===== src/rtl/piso_serializer.sv =====
// Parallel-in, serial-out stage: FIFO-buffered words emitted MSB-first on ser_d/ser_en.
// Define PISO_SERIALIZER_PARITY_EN to append an even-parity bit to every frame.
module piso_serializer #(
  parameter int unsigned N     = 8,
  parameter int unsigned DEPTH = 2,
  parameter int unsigned GAP   = 0
) (
  input  logic         clk,
  input  logic         rst,
  input  logic [N-1:0] in_data,
  input  logic         in_valid,
  output logic         in_ready,
  output logic         ser_d,
  output logic         ser_en,
  output logic         frame_done,
  output logic         busy
);

`ifdef PISO_SERIALIZER_PARITY_EN
  localparam int unsigned FW = N + 1;
`else
  localparam int unsigned FW = N;
`endif
  localparam int unsigned CW = $clog2(FW);
  localparam int unsigned PW = (DEPTH > 1) ? $clog2(DEPTH) : 1;
  localparam int unsigned QW = $clog2(DEPTH + 1);
  localparam logic [CW-1:0] BitLoad = CW'(FW - 1);
  localparam logic [3:0]    GapLoad = (GAP > 0) ? 4'(GAP - 1) : 4'd0;
  localparam logic [PW-1:0] PtrLast = PW'(DEPTH - 1);
  localparam logic [QW-1:0] QDepth  = QW'(DEPTH);

  typedef enum logic [1:0] {StIdle, StShift, StGap} state_e;

  state_e          state_q, state_d;
  logic [N-1:0]    mem_q [DEPTH];
  logic [PW-1:0]   wr_ptr_q, wr_ptr_d, rd_ptr_q, rd_ptr_d;
  logic [QW-1:0]   count_q, count_d;
  logic [FW-1:0]   shift_q, shift_d, load_val;
  logic [CW-1:0]   bit_cnt_q, bit_cnt_d;
  logic [3:0]      gap_cnt_q, gap_cnt_d;
  logic            ser_d_q, ser_d_d, ser_en_q, ser_en_d, frame_done_q, frame_done_d;
  logic            push, pop, fifo_ne, last_bit;
  logic [N-1:0]    head;

  assign in_ready = (count_q < QDepth);
  assign push     = in_valid && in_ready;
  assign fifo_ne  = (count_q != '0);
  assign head     = mem_q[rd_ptr_q];
  assign last_bit = (bit_cnt_q == '0);

`ifdef PISO_SERIALIZER_PARITY_EN
  assign load_val = {head, ^head};
`else
  assign load_val = head;
`endif

  // FIFO bookkeeping; in_ready uses registered count so a same-edge pop never frees a slot
  always_comb begin
    wr_ptr_d = wr_ptr_q;
    rd_ptr_d = rd_ptr_q;
    count_d  = count_q;
    if (push) wr_ptr_d = (wr_ptr_q == PtrLast) ? '0 : wr_ptr_q + 1'b1;
    if (pop)  rd_ptr_d = (rd_ptr_q == PtrLast) ? '0 : rd_ptr_q + 1'b1;
    if (push && !pop)      count_d = count_q + 1'b1;
    else if (pop && !push) count_d = count_q - 1'b1;
  end

  always_ff @(posedge clk) begin
    if (push) mem_q[wr_ptr_q] <= in_data;
  end

  always_ff @(posedge clk) begin
    if (rst) begin
      state_q <= StIdle;
    end else begin
      state_q <= state_d;
    end
  end

  always_comb begin
    state_d = state_q;
    case (state_q)
      StIdle:  if (fifo_ne) state_d = StShift;
      StShift: begin
        if (last_bit) begin
          if (GAP > 0)      state_d = StGap;
          else if (fifo_ne) state_d = StShift;
          else              state_d = StIdle;
        end
      end
      StGap:   if (gap_cnt_q == '0) state_d = fifo_ne ? StShift : StIdle;
      default: state_d = StIdle;
    endcase
  end

  always_comb begin
    pop          = 1'b0;
    ser_en_d     = 1'b0;
    ser_d_d      = 1'b0;
    frame_done_d = 1'b0;
    case (state_q)
      StIdle:  pop = fifo_ne;
      StShift: begin
        ser_en_d = 1'b1;
        ser_d_d  = shift_q[FW-1];
        if (last_bit) begin
          frame_done_d = 1'b1;
          pop          = (GAP == 0) && fifo_ne;
        end
      end
      StGap:   pop = (gap_cnt_q == '0) && fifo_ne;
      default: pop = 1'b0;
    endcase
  end

  always_comb begin
    shift_d   = shift_q;
    bit_cnt_d = bit_cnt_q;
    gap_cnt_d = gap_cnt_q;
    if (pop) begin
      shift_d   = load_val;
      bit_cnt_d = BitLoad;
    end else if (state_q == StShift && !last_bit) begin
      shift_d   = {shift_q[FW-2:0], 1'b0};
      bit_cnt_d = bit_cnt_q - 1'b1;
    end
    if (state_q == StShift && last_bit) gap_cnt_d = GapLoad;
    else if (state_q == StGap && gap_cnt_q != '0) gap_cnt_d = gap_cnt_q - 1'b1;
  end

  always_ff @(posedge clk) begin
    if (rst) begin
      wr_ptr_q     <= '0;
      rd_ptr_q     <= '0;
      count_q      <= '0;
      shift_q      <= '0;
      bit_cnt_q    <= '0;
      gap_cnt_q    <= '0;
      ser_d_q      <= 1'b0;
      ser_en_q     <= 1'b0;
      frame_done_q <= 1'b0;
    end else begin
      wr_ptr_q     <= wr_ptr_d;
      rd_ptr_q     <= rd_ptr_d;
      count_q      <= count_d;
      shift_q      <= shift_d;
      bit_cnt_q    <= bit_cnt_d;
      gap_cnt_q    <= gap_cnt_d;
      ser_d_q      <= ser_d_d;
      ser_en_q     <= ser_en_d;
      frame_done_q <= frame_done_d;
    end
  end

  assign ser_d      = ser_d_q;
  assign ser_en     = ser_en_q;
  assign frame_done = frame_done_q;
  assign busy       = (state_q != StIdle) || fifo_ne;

endmodule

===== config.mk =====
export PLATFORM = sky130hd
export DESIGN_NAME = piso_serializer
export DESIGN_NICKNAME = d
export VERILOG_FILES = /design/src/rtl/piso_serializer.sv
export SDC_FILE = /design/constraint.sdc
export NUM_CORES = 1
export LEC_CHECK = 0
export BUFFER_PORTS_ARGS = -buffer_cell sky130_fd_sc_hd__buf_2
export CAP_MARGIN = 0
export CORE_ASPECT_RATIO = 0.75
export CORE_MARGIN = 10
export CORE_UTILIZATION = 60
export DETAILED_ROUTE_END_ITERATION = 10
export PLACE_DENSITY = 0.82
export SLEW_MARGIN = 25
export SYNTH_ARGS = -nofsm -noshare
export SYNTH_HDL_FRONTEND = slang
export SYNTH_SLANG_ARGS = --single-unit

===== constraint.sdc =====
create_clock -name clk -period 4 [get_ports clk]
set_clock_uncertainty 0.2 [all_clocks]
set_input_delay 0.8 -clock clk [delete_from_list [all_inputs] [get_ports clk]]
set_output_delay 0.8 -clock clk [all_outputs]
set_load 0.01 [all_outputs]

# After elaboration in Yosys (flattened, before gate mapping)

Memories as Yosys holds them, arrays and structs flattened. A register that Yosys moved wholly into a read port is not among the register bits.
Index checks and enable logic that the tools add are counted.

Logic and storage cells: 67
Bits in writable memories: 16
Register bits after elaboration: 24
Memories kept: 1

Memory list:

| name  | words | width | read ports | clocked after Yosys merged registers in | wr ports | line | source |
|---|---|---|---|---|---|---|---|
| mem_q | 2     | 8     | 1          | 1                                       | 1        | 35   | `logic [N-1:0] mem_q [DEPTH];` |

Reductions and logical operators: 22
Mux-type cells: 21
Bitwise operators: 1
$add $sub $neg: 6
Order comparisons: 1
Eq/ne operators: 5

Operators with widths:

| kind                                               | number |
|---|---|
| two-way mux 8 bit                                  | 2 |
| two-way mux 1 bit                                  | 10 |
| two-way mux 2 bit                                  | 5 |
| nonzero test 2 bit                                 | 4 |
| logical AND 1 bit                                  | 7 |
| two-way mux 3 bit                                  | 2 |
| inequality test 2 bit (second input constant)      | 3 |
| one-hot mux 2 bit (3 select lines)                 | 1 |
| logical NOT 4 bit                                  | 1 |
| nonzero test 4 bit                                 | 1 |
| OR reduction 2 bit                                 | 2 |
| subtractor 4 x 1 -> 4 bit (second input constant)  | 1 |
| logical NOT 1 bit                                  | 3 |
| logical NOT 3 bit                                  | 1 |
| one-hot mux 1 bit (3 select lines)                 | 1 |
| AND reduction 3 bit                                | 1 |
| subtractor 3 x 1 -> 3 bit (second input constant)  | 1 |
| adder 1 bit (second input constant)                | 2 |
| adder 2 x 1 -> 2 bit (second input constant)       | 1 |
| == test 2 x 1 -> 1 bit (second input constant)     | 1 |
| == test 2 bit (second input constant)              | 1 |
| logical NOT 2 bit                                  | 1 |
| less-than comparator 2 bit (second input constant) | 1 |
| subtractor 2 x 1 -> 2 bit (second input constant)  | 1 |
| other kinds (2)                                    | 2 |

# Logic depth before layout (Yosys ltp)

Depth in word-level cells: 6
Depth in mapped cells: 9

# Least setup slack after synthesis

No wires, ideal clock.

Path type: in2reg
Start point: input in_valid
End point: register count_q[1]
Data arrival time: 1.737 ns
Setup slack: 1.992 ns
Stages on the path: 4
Path buffers: 0
Library setup time: 0.070 ns
Path through: and2b_1 > ha_1 > or3_1 > a21oi_1

Word-level cells in the longest chain between the ends: 4
Elaborated cells on any way between the ends: 6
Classes of those cells: mux (1); reduce/logical (5)

RTL lines:

| what                                | line | source |
|---|---|---|
| start, declared                     | 11   | `input logic in_valid,` |
| logical AND 1 bit *                 | 46   | `assign push = in_valid && in_ready;` |
| logical NOT 1 bit                   | 65   | `else if (pop && !push) count_d = count_q - 1'b1;` |
| logical AND 1 bit                   | 65   |  |
| nonzero test 2 bit (no source line) | --   |  |
| end signal, assigned                | 145  | `count_q <= count_d;` |
| end, declared                       | 37   | `logic [QW-1:0] count_q, count_d;` |

Mark *: on every way between the ends. The rest lies on a longest branch, timed or not.
A chain may end at the register's enable or synchronous reset.

# Final worst setup path

Start point: register count_q[1]
End point: output busy

Word-level cells in the longest chain between the ends: 2

RTL lines:

| what               | line | source |
|---|---|---|
| nonzero test 2 bit | 47   | `assign fifo_ne = (count_q != '0);` |
| logical OR 1 bit   | 158  | `assign busy = (state_q != StIdle) \|\| fifo_ne;` |
| end, declared      | 16   | `output logic busy` |

Every way passes these cells.

==> key figures <==
CTS
  – Max Buffers Root-to-Sink: 2
  – Clock Sinks: 36
  – Clock Tree Root: clkbuf_4
  – Clock buffers created by TritonCTS: 5
  – Gates resized, CTS repair: 0
  – Register clock-pin slew on the reported worst setup and hold paths: 100 ps
  – Post-CTS Repair Setup Buffers: 0
  – H-Tree Level Count: 2
  – Clock insertion delay at the later pin of the skew report: 330 ps
  – Clock tree from TritonCTS: yes
  – Number of buffers inserted by hold repair at cts: 0

Layout
  – Commonest cells after routing, fill and taps aside: 20 x dfxtp_1, 16 x edfxtp_1, 15 x buf_2
  – Number of antenna cells inserted: 0
  – Area of combinational cells with multiple inputs: 491.7 um^2
  – Fin nets: 149
  – Layout cells sized above 1: 19.12%
  – Layout overhead on the synthesized area: 11.87%
  – Sequential cell area: 880.8 um^2
  – Layout fillers: 173
  – Most common cell after layout, fill and taps aside: dfxtp_1

STA
  – Setup slack of the critical path after layout: 1683 ps
  – Fin Setup TNS: 0 ps
  – RSZ-0062 raised after global routing: no
  – Actual transition at the worst max-transition pin: 672.6 ps
  – Slew Viols, Final: 0
  – Relative slew slack: 55.07%
  – Final period utilization: 57.93%
  – Setup violators final: 0
  – Time the final worst path needs with I/O delays and setup: 2317 ps
  – FMAX: 0.4316 GHz
  – Number of endpoints with negative hold slack in the final report: 0

Worst setup path
  – Minimum setup slack among reg-to-reg paths: 1850 ps
  – Startpoint of the most critical register-to-register path: bit_cnt_q[0]
  – Startpoint type of the worst setup path: flip-flop
  – Maximum net fanout on the critical path: 7
  – Reg2Reg Capture Point: count_q[1]
  – Start-to-end type of the worst setup path: reg2out
  – Type of destination of the critical path: output port
  – CP required: 3000 ps
  – Capture point of the critical path: busy
  – Critical path origin: count_q[1]
  – FF-to-FF path depth: 8
  – Data arrival time of the critical path: 1320 ps

Yosys
  – Count of yosys warnings during synthesis: 0
  – Count of flip-flops with a built-in enable after synthesis: 16
  – Cell area after synthesis: 1413 um^2
  – Sequential area share after synthesis: 62.36%
  – Multiplexer share of the synthesized area: 0.7086%
  – Proportion of synthesized flip-flops having asynchronous set or reset: 0%
  – Post-synthesis share of cell area spent on and, or, nand and nor gates: 17.54%
  – Main combinational cell family by area after synthesis: simple AND/OR/NAND/NOR gates
  – Average cell area after synthesis: 11.97 um^2
  – Synthesized-area fraction occupied by xor and xnor cells: 1.860%
  – Most frequently used flop master after synthesis: dfxtp_1
  – Library cell with the largest summed area after synthesis: edfxtp_1
  – Post-synthesis cell count: 118
  – Share of Yosys cell area claimed by the top area cell type: 34.01%
  – Area fraction in compound gates after synthesis: 12.05%
  – Post-Synthesis Net Count: 132
  – Synth cell types: 28
  – Arithmetic-cell share of the synthesized area counting full adders, half adders and majority gates: 2.657%
  – Leading cell types by total area after synthesis: edfxtp_1 34%, dfxtp_1 28%, a211oi_1 5.8%, nor2b_1 4.0%, nand3b_1 3.7%
  – Flip-flop and latch count after synthesis: 36

Place
  – Setup Slack @ Placement: 1775 ps
  – Number of buffers added on ports: 15
  – Final weighted congestion in routability-driven placement: 0.7097
  – Hpwl dp: 1621 um

Die
  – Die span in x: 76.03 um
  – Initial core utilization: 62.20%
  – Boundary Pins: 16
  – Die height: 62.02 um
  – Count of standard-cell rows: 15
  – Area of the die: 4715 um^2
  – CORE AREA: 2271 um^2

Routing
  – Detailed Route Iter0 Violations: 64
  – First-pass detailed-route iteration total: 4
  – Number of vias after detailed routing: 871
  – Routed vias/inst: 5.124
  – Number of design rule violations left after detail routing: 0
  – Post-route ant nets: 0
  – Total Wirelength: 2296 um
  – Detail-routed net length per standard cell: 13.51 um

Pwr
  – Total leakage power: 0.5914 nW
  – Switching portion of total power: 32.98%
  – Power Dens Cells: 719.8 nW/um^2
  – Fraction of power consumed by sequential logic: 47.7%
  – Relative contribution of the clock network to total power: 21.2%
  – Switching power summed over all nets: 0.3752 mW
  – Part of the total power dissipated in combinational logic: 31.1%
  – Maximum vdd ir drop: 0.0004387 V
  – Internal power: 0.7623 mW

Run status
  – Run status: finished clean

Global routing
  – Pin count of the biggest net entering global routing: 19
  – Wire length of the first global-routing pass: 4077 um
  – Number of global-route vias before repair: 889
  – All-Layer GR Usage: 11.09%
  – Total gr overflow: 0
  – Antenna violations before repair: 0

Run
  – Max-Cap Viols: 0

Min path
  – Worst hold path type: reg2reg
## cell type report
cell class	instances	area share [%]
Sequential cell	36	55.74
Multi-Input combinational cell	73	31.12
Timing Repair Buffer	15	4.751
Tap cell	34	2.692
Clock buffer	5	2.375
Clock inverter	3	2.375
Inverter	4	0.9501
## registers in the layout, indices dropped and copies added (netlist names), named ones only
| name | cells |
|---|---|
| shift_q | 8 |
| mem_q | 16 |
| frame_done | 1 |
| bit_cnt_q | 3 |
| state_q | 1 |
| wr_ptr_q | 1 |
| ser_en | 1 |
| rd_ptr_q | 1 |
| count_q | 2 |
| ser_d | 1 |
## cells in the mapped netlist, types with 3 or more instances
library cell / n
a211oi_1: 11
a21oi_1: 4
nand3b_1: 7
dfxtp_1: 20
edfxtp_1: 16
o31ai_1: 6
nor2_1: 10
ha_1: 3
and2_1: 3
nor3_1: 3
nor2b_1: 9
inv_1: 4
## through the flow
step           power, mW  hold WS (ps)  instance area, um^2  util [%]  instances
6_report           1.137         278.5                 1580     69.59        170
5_1_grt            1.230         317.2                 1580     69.59        170
4_1_cts            1.142         286.5                 1580     69.59        170
3_5_place_dp      0.9025         267.8                 1505     66.28        162
3_3_place_gp      0.8801         245.6                 1505     66.28        162
2_1_floorplan     0.8217         230.5                 1413         -        118
## layer usage
| layer | global-route usage, % | share of wire (%) | up-vias | wire length, um |
|---|---|---|---|---|
| met5 | 0 | 0 | - | 0 |
| met4 | 4.839 | 1.5 | 0 | 35 |
| met3 | 4.023 | 4.0 | 5 | 91 |
| met2 | 17.75 | 45 | 16 | 1026 |
| met1 | 13.45 | 50 | 389 | 1143 |
| li1 | - | - | 461 | - |
## logic make-up after synthesis
logic type                 count (synthesis)
and+or+nand+nor                           42
DFF                                       36
AOI/OAI and AO/OA                         24
buffers and inverters                      9
xor gates and xnor gates                   3
adders and majority gates                  3
muxes                                      1
## power by group through the flow
stage	clock, mW	sequential [mW]	combinational (mW)
finish	0.241	0.543	0.354
global route	0.266	0.555	0.408
CTS	0.242	0.543	0.357
detailed placement	0	0.552	0.351
global placement	0	0.547	0.333
floorplan	0	0.533	0.288
## worst min-delay path by stage
stage,startpoint,end,slack (ps),depth (start not counted)
2_1_floorplan,shift_q[7],ser_d,230,1
3_3_place_gp,shift_q[7],ser_d,250,1
3_5_place_dp,shift_q[7],ser_d,270,1
4_1_cts,bit_cnt_q[0],bit_cnt_q[0],290,1
5_1_grt,shift_q[7],ser_d,320,1
6_report,shift_q[7],ser_d,280,1
## critical path, stage by stage, from the launching register on
cell and delay [ps]:
dfxtp_1 380, or3_2 460, buf_2 150
No activity file was read; power rests on OpenSTA's default activity.
